==> src/rtl/txn_bus_scheduler.sv <==
// Transaction-locked scheduler for the byte bus shared by the AES and SHA FSMs.
// Define SCHED_SHA_PRIO_EN to make SHA win every tie in IDLE instead of using round-robin.
module txn_bus_scheduler #(
    parameter int TIMEOUT = 16
) (
    input  logic       clk,
    input  logic       rst_n,
    input  logic       aes_req,
    input  logic [7:0] aes_data,
    input  logic       aes_last,
    output logic       aes_grant,
    input  logic       sha_req,
    input  logic [7:0] sha_data,
    input  logic       sha_last,
    output logic       sha_grant,
    input  logic       bus_ready,
    output logic [7:0] data_out,
    output logic       valid_out,
    output logic [1:0] bus_owner,
    output logic       timeout_err
);

    localparam int TOW = $clog2(TIMEOUT + 1);

    localparam logic [1:0] OWN_NONE = 2'b00;
    localparam logic [1:0] OWN_AES  = 2'b01;
    localparam logic [1:0] OWN_SHA  = 2'b10;

    typedef enum logic [1:0] {
        ST_IDLE = 2'b00,
        ST_AES  = 2'b01,
        ST_SHA  = 2'b10
    } state_t;

    state_t           state_r;
    logic [7:0]       data_out_r;
    logic             valid_out_r;
    logic [1:0]       bus_owner_r;
    logic             timeout_err_r;
    logic [TOW-1:0]   idle_cnt_r;
    logic             last_served_r;   // 1 = SHA was served last

    logic             slot_free_s;
    logic             owner_req_s;
    logic [7:0]       owner_data_s;
    logic             owner_last_s;
    logic             accept_s;
    logic [TOW-1:0]   idle_next_s;
    logic             timeout_hit_s;
    logic             pick_sha_s;

    // Select the current owner's request lane and decide accept / timeout
    always_comb begin
        slot_free_s  = !valid_out_r || bus_ready;
        owner_req_s  = 1'b0;
        owner_data_s = 8'h00;
        owner_last_s = 1'b0;
        case (state_r)
            ST_AES: begin
                owner_req_s  = aes_req;
                owner_data_s = aes_data;
                owner_last_s = aes_last;
            end
            ST_SHA: begin
                owner_req_s  = sha_req;
                owner_data_s = sha_data;
                owner_last_s = sha_last;
            end
            default: begin
                owner_req_s  = 1'b0;
                owner_data_s = 8'h00;
                owner_last_s = 1'b0;
            end
        endcase
        accept_s      = (state_r != ST_IDLE) && owner_req_s && slot_free_s;
        idle_next_s   = idle_cnt_r + TOW'(1);
        // Fires on the idle cycle that would bring the count up to TIMEOUT, so an
        // accept (which needs req=1) can never coincide with a forced release.
        timeout_hit_s = (state_r != ST_IDLE) && !owner_req_s && (idle_next_s == TOW'(TIMEOUT));
    end

    // Arbitration among requests seen in IDLE
    always_comb begin
        pick_sha_s = 1'b0;
`ifdef SCHED_SHA_PRIO_EN
        if (sha_req) begin
            pick_sha_s = 1'b1;
        end else begin
            pick_sha_s = 1'b0;
        end
`else
        if (aes_req && sha_req) begin
            pick_sha_s = !last_served_r;
        end else begin
            pick_sha_s = sha_req;
        end
`endif
    end

    // Grants are combinational so the FSMs advance in the same cycle as the accept
    always_comb begin
        aes_grant = 1'b0;
        sha_grant = 1'b0;
        if (accept_s) begin
            aes_grant = (state_r == ST_AES);
            sha_grant = (state_r == ST_SHA);
        end else begin
            aes_grant = 1'b0;
            sha_grant = 1'b0;
        end
    end

    // Scheduler FSM with output register, idle counter and round-robin memory
    always_ff @(posedge clk or negedge rst_n) begin
        if (!rst_n) begin
            state_r       <= ST_IDLE;
            data_out_r    <= 8'h00;
            valid_out_r   <= 1'b0;
            bus_owner_r   <= OWN_NONE;
            timeout_err_r <= 1'b0;
            idle_cnt_r    <= '0;
            last_served_r <= 1'b1;
        end else begin
            timeout_err_r <= 1'b0;

            if (accept_s) begin
                data_out_r  <= owner_data_s;
                valid_out_r <= 1'b1;
            end else if (bus_ready) begin
                valid_out_r <= 1'b0;
            end else begin
                valid_out_r <= valid_out_r;
            end

            case (state_r)
                ST_IDLE: begin
                    idle_cnt_r <= '0;
                    if (pick_sha_s) begin
                        state_r     <= ST_SHA;
                        bus_owner_r <= OWN_SHA;
                    end else if (aes_req) begin
                        state_r     <= ST_AES;
                        bus_owner_r <= OWN_AES;
                    end else begin
                        state_r     <= ST_IDLE;
                        bus_owner_r <= OWN_NONE;
                    end
                end
                ST_AES, ST_SHA: begin
                    if (accept_s && owner_last_s) begin
                        state_r       <= ST_IDLE;
                        bus_owner_r   <= OWN_NONE;
                        last_served_r <= (state_r == ST_SHA);
                        idle_cnt_r    <= '0;
                    end else if (timeout_hit_s) begin
                        state_r       <= ST_IDLE;
                        bus_owner_r   <= OWN_NONE;
                        last_served_r <= (state_r == ST_SHA);
                        timeout_err_r <= 1'b1;
                        idle_cnt_r    <= '0;
                    end else if (owner_req_s) begin
                        // a stalled bus (bus_ready=0) is not owner idleness
                        idle_cnt_r <= '0;
                    end else begin
                        idle_cnt_r <= idle_next_s;
                    end
                end
                default: begin
                    state_r     <= ST_IDLE;
                    bus_owner_r <= OWN_NONE;
                    idle_cnt_r  <= '0;
                end
            endcase
        end
    end

    assign data_out    = data_out_r;
    assign valid_out   = valid_out_r;
    assign bus_owner   = bus_owner_r;
    assign timeout_err = timeout_err_r;

endmodule
==> config.mk <==
export PLATFORM = sky130hd
export DESIGN_NAME = txn_bus_scheduler
export DESIGN_NICKNAME = d
export VERILOG_FILES = /design/src/rtl/txn_bus_scheduler.sv
export SDC_FILE = /design/constraint.sdc
export NUM_CORES = 1
export LEC_CHECK = 0
export CAP_MARGIN = 20
export CORE_MARGIN = 1.5
export CORE_UTILIZATION = 46
export CTS_CLUSTER_SIZE = 40
export DETAILED_ROUTE_END_ITERATION = 12
export GPL_TIMING_DRIVEN = 0
export HOLD_SLACK_MARGIN = 0.02
export PLACE_DENSITY_LB_ADDON = 0.2
export SETUP_SLACK_MARGIN = 0.05
export SLEW_MARGIN = 10
export SYNTH_ARGS = -nofsm -noshare
export SYNTH_HDL_FRONTEND = slang
export SYNTH_SLANG_ARGS = --single-unit
==> constraint.sdc <==
create_clock -name clk -period 4.5 [get_ports clk]
set_clock_uncertainty 0.15 [all_clocks]
set_input_delay 0.45 -clock clk [delete_from_list [all_inputs] [get_ports clk]]
set_output_delay 0.45 -clock clk [all_outputs]
set_load 0.02 [all_outputs]
[Word-level counts from Yosys, hierarchy flattened]
Cells that the tools add are included.
Operators by class
  $add $sub $neg: 1
  equality and inequality tests: 4
  multiplexer cells: 22
  reductions and logical operators: 16
Operators by type and width (number)
  $mux W5: 4
  $pmux W8 S2: 1
  $mux W1: 11
  $logic_and A1 B1 Y1: 6
  $mux W2: 3
  $reduce_bool A2 Y1: 3
  $add A5 B1 Y5 const B: 1
  $eq A5 B5 Y1 const B: 1
  $pmux W1 S2: 2
  $pmux W2 S2: 1
  $logic_not A1 Y1: 3
  $ne A3 B3 Y1 const B: 1
  $eq A2 B1 Y1 const B: 1
  $eq A2 B2 Y1 const B: 1
  $logic_not A2 Y1: 1
  $reduce_and A2 Y1: 1
  $reduce_or A2 Y1: 1
  $logic_or A1 B1 Y1: 1
Storage, ports and cells
  register bits after elaboration: 18
  bits of input ports: 23
  logic and storage cells: 49

[Logic depth before layout (Yosys ltp)]
  depth in word-level cells: 8
  mapped depth: 8
  mapped depth without buffers: 7

[Worst setup path after synthesis]
Ideal clock, no wire load.
  path kind: reg2out
  from: reg, netlist name bus_owner[0]
  to: out aes_grant
  data arrival time: 1.597 ns
  data required time: 3.900 ns
  path slack: 2.303 ns
  cell stages (with the launch flop): 6
  path buffers: 0
  path through: dfrtp_1 > inv_1 > ha_1 > a22oi_2 > nor4b_4 > and2_1
RTL lines
  end, declared: line 11  | output logic aes_grant,

==> out/qor.log <==
qor: timing.slew_viol_final 0
qor: global_routing.grt_first_pass_wirelength 3.808 mm
qor: placement.half_perimeter_wire_length_of_the_detailed_placement_result 1.716 mm
qor: route.via_per_inst 5.246
qor: yosys.synth.top_cells.by_count dfrtp_1 (17), nor2_1 (16), a21oi_1 (9), a22oi_1 (9), nand2_1 (6)
qor: clock_network.numCtsBuffers 3
qor: clock_network.h-tree-depth 1
qor: finish.signed_area_change_from_the_synthesized_netlist_to_the_final_layout 42.91%
qor: job.max_cap_viol_count 0
qor: worst_setup_path.regToRegSetupSlack 2280 ps
qor: timing.achievable-frequency 319.5 MHz
qor: clock_network.clock_tree_sinks 18
qor: yosys.synth_cell_types 30
qor: yosys.ys.warnings.count 0
qor: outcome.outcome complete, no violations
qor: worst_setup_path.crit_path_start bus_owner[0]$_DFFE_PN0P_
qor: worst_setup_path.critical_path.reg2reg.startpoint bus_owner[0]$_DFFE_PN0P_
qor: power.ir_worst_vdd 389.8 µV
qor: placement.globalplace.congestion 0.7404
qor: worst_setup_path.data_arrival_time_of_the_critical_path 2530 ps
qor: worst_setup_path.worst-path-max-fanout 10
qor: timing.finalSetupViolations 0
qor: yosys.synth_area_per_cell 9.797 µm²
qor: power.static_power_due_to_leakage 0.5787 nW
qor: finish.instances_no_fill 167
qor: timing.clock_period_minus_worst_slack 3130 ps
qor: clock_network.cts_root_buf clkbuf_4
qor: global_routing.number_of_global_route_vias_before_repair 879
qor: route.postRouteAntennaNets 0
qor: timing.slew-limit-headroom 0.4279
qor: finish.fillerInstances 151
qor: die.top_level_ports 37
qor: finish.multi_input_area 491.7 µm²
qor: route.drt-wirelength-per-cell 13.31 µm
qor: finish.diodes 0
qor: timing.hold_ws 375.5 ps
qor: clock_network.post_cts_hold_buffer_count 0
qor: global_routing.grt.total_usage 0.2007
qor: power.powerDensity 548.8 nW/µm²
qor: global_routing.gr-total-overflow 0
qor: yosys.syn_nets 128
qor: yosys.ys_seq_area_frac 0.4610
qor: finish.layout-drive-gt1-share 0.06429
qor: yosys.async_flop_share 1.000
qor: yosys.synth_top_cell_by_area dfrtp_1
qor: yosys.yosysMostFrequentCell dfrtp_1
qor: finish.finalInstanceArea 1400 µm²
qor: hold_path.worst_hold_check_path_type register to register
qor: timing.grt_setup_unrepaired false
qor: die.core.rowCount 16
qor: worst_setup_path.timing.critical_path.to_type output pin
qor: route.count_of_tritonroute_iterations_in_the_first_routing_pass 4
qor: hold_path.timing.hold.worst_path_depth 1
qor: route.drt_first_iter_violations 7
qor: timing.worst_pin_slew 855.5 ps
qor: placement.io_buffers 36
qor: finish.layout.area.seq 451.7 µm²
qor: global_routing.pin_count_of_the_biggest_net_entering_global_routing 19
qor: yosys.synth_enable_flop_cells 0
qor: clock_network.cts-root-to-sink-buffers 2
qor: die.die_x 49.15 µm
qor: hold_path.hold_path_startpoint idle_cnt_r[0]$_DFF_PN0_
qor: clock_network.cts_resized 0
qor: yosys.ys_top_cells_by_area dfrtp_1 (43%), a22oi_1 (6.9%), ha_1 (6.4%)
qor: die.placeableCoreArea 1982 µm²
qor: yosys.netlist_instances 100
qor: route.wirelength 2.223 mm
qor: placement.place.detailed.instances 163
qor: clock_network.clock_input_transition_at_the_sequential_cells_of_the_worst_setup_and_hold_paths 100 ps
qor: finish.final_net_count 169
qor: route.via_count 876
qor: worst_setup_path.required 3900 ps
qor: die.fp.dieArea 2416 µm²
qor: worst_setup_path.worst-setup-path-type register to output pin
qor: die.die_height 49.15 µm
qor: timing.final-hold-violation-count 0
qor: yosys.synthDominantCellAreaShare 0.4342
qor: yosys.yosys_register_bits 18
qor: global_routing.grt_antenna_before_repair 0
qor: die.floorplan.initialDensity 0.4943
qor: timing.finalCritPeriodShare 0.6955
qor: worst_setup_path.critical_path_source_type register
qor: clock_network.clock_latency 280 ps
qor: timing.setup_tns 0 ps
qor: placement.placement.cell_area 1374 µm²
qor: yosys.most_instantiated_flip_flop_cell_in_the_synthesis_netlist dfrtp_1
qor: worst_setup_path.reg2regPathDepth 7
qor: clock_network.postCtsSetupBuffers 0
qor: route.post-route-drc-count 0
qor: yosys.synthesis.area 979.7 µm²
qor: clock_network.tritoncts yes
==> power breakdown <==
group          leakage, nW  internal [mW]  total, mW  switching, mW
logic                0.335          0.199      0.426          0.227
registers            0.229          0.222      0.260         0.0379
clock network       0.0150         0.0343     0.0821         0.0477
==> sequential cells by signal, summed over array words and instances, names as in the netlist <==
| name | count |
|---|---|
| bus_owner | 2 |
| data_out | 8 |
| idle_cnt_r | 5 |
| last_served_r | 1 |
| timeout_err | 1 |
| valid_out | 1 |
==> per-stage QoR <==
stage / utilization / worst slack, ps / total power, mW
after floorplan: - / 2303 / 0.5214
after global placement: 0.6932 / 1409 / 0.6768
after detailed placement: 0.6932 / 1394 / 0.6947
after CTS: 0.7064 / 1346 / 0.7774
after global routing: 0.7064 / 1194 / 0.8297
final: 0.7064 / 1370 / 0.7684
==> kinds of logic (layout without fill, tap and decap cells) <==
| kind of cell | count (synthesis) | in the layout | synth area share |
|---|---|---|---|
| AO/OA/AOI/OAI | 27 | 27 | 0.1941 |
| multiplexers | 1 | 1 | 0.01149 |
| XOR/XNOR | 4 | 4 | 0.03577 |
| buffers and inverters | 8 | 48 | 0.03704 |
| adder cells (fa/ha/maj) | 5 | 5 | 0.06386 |
| AND/OR/NAND/NOR | 37 | 37 | 0.1967 |
| flip-flops | 18 | 18 | 0.4611 |
==> cell type report <==
class,count,share of cell area
Buffer,5,0.01787
Clock buffer,4,0.01877
Inverter,3,0.008043
Multi-Input combinational cell,74,0.3512
Sequential cell,18,0.3226
Tap cell,27,0.02413
Timing Repair Buffer,36,0.2574
==> worst max-delay path, cell delays in order, from the launching register on <==
cell and delay [ps]:
dfrtp_1 420, inv_1 90, ha_1 210, a22oi_2 140
nor4b_4 570, and2_1 210, clkdlybuf4s50_1 600
==> placed cells by master, fill, tap and decap left out, drive strengths merged <==
cell type      count
mux2               1
xnor2              1
buf                3
dfstp              1
ha                 5
a22oi             10
nor4b              2
a21oi              9
nand2b             5
nand2              6
a21o               1
o21bai             1
a31oi              1
o211a              1
clkdlybuf4s50     36
nor4               1
nor2b              2
and2               2
nor3               1
clkbuf             6
nand3              2
nor2              16
dfrtp             17
o22ai              1
o31ai              1
a32o               2
xor2               3
inv                3
==> worst paths after layout <==
| kind | to |
|---|---|
| worst max-delay path | aes_grant |
| worst min-delay path | idle_cnt_r[0]$_DFF_PN0_ |
| worst max register to register | last_served_r$_DFFE_PN1P_ |
| worst min register to register | idle_cnt_r[0]$_DFF_PN0_ |
| max in group asynchronous | data_out[4]$_DFFE_PN0P_ |
| min in group asynchronous | timeout_err$_DFF_PN0_ |
==> per-layer routing <==
metal,vias to the layer above,track usage,part of all wire
li1,434,-,-
met1,420,0.2480,0.45
met2,20,0.3468,0.49
met3,2,0.04601,0.040
met4,0,0.05714,0.0099
met5,-,0,0
Power figures use the tool's default switching activity.
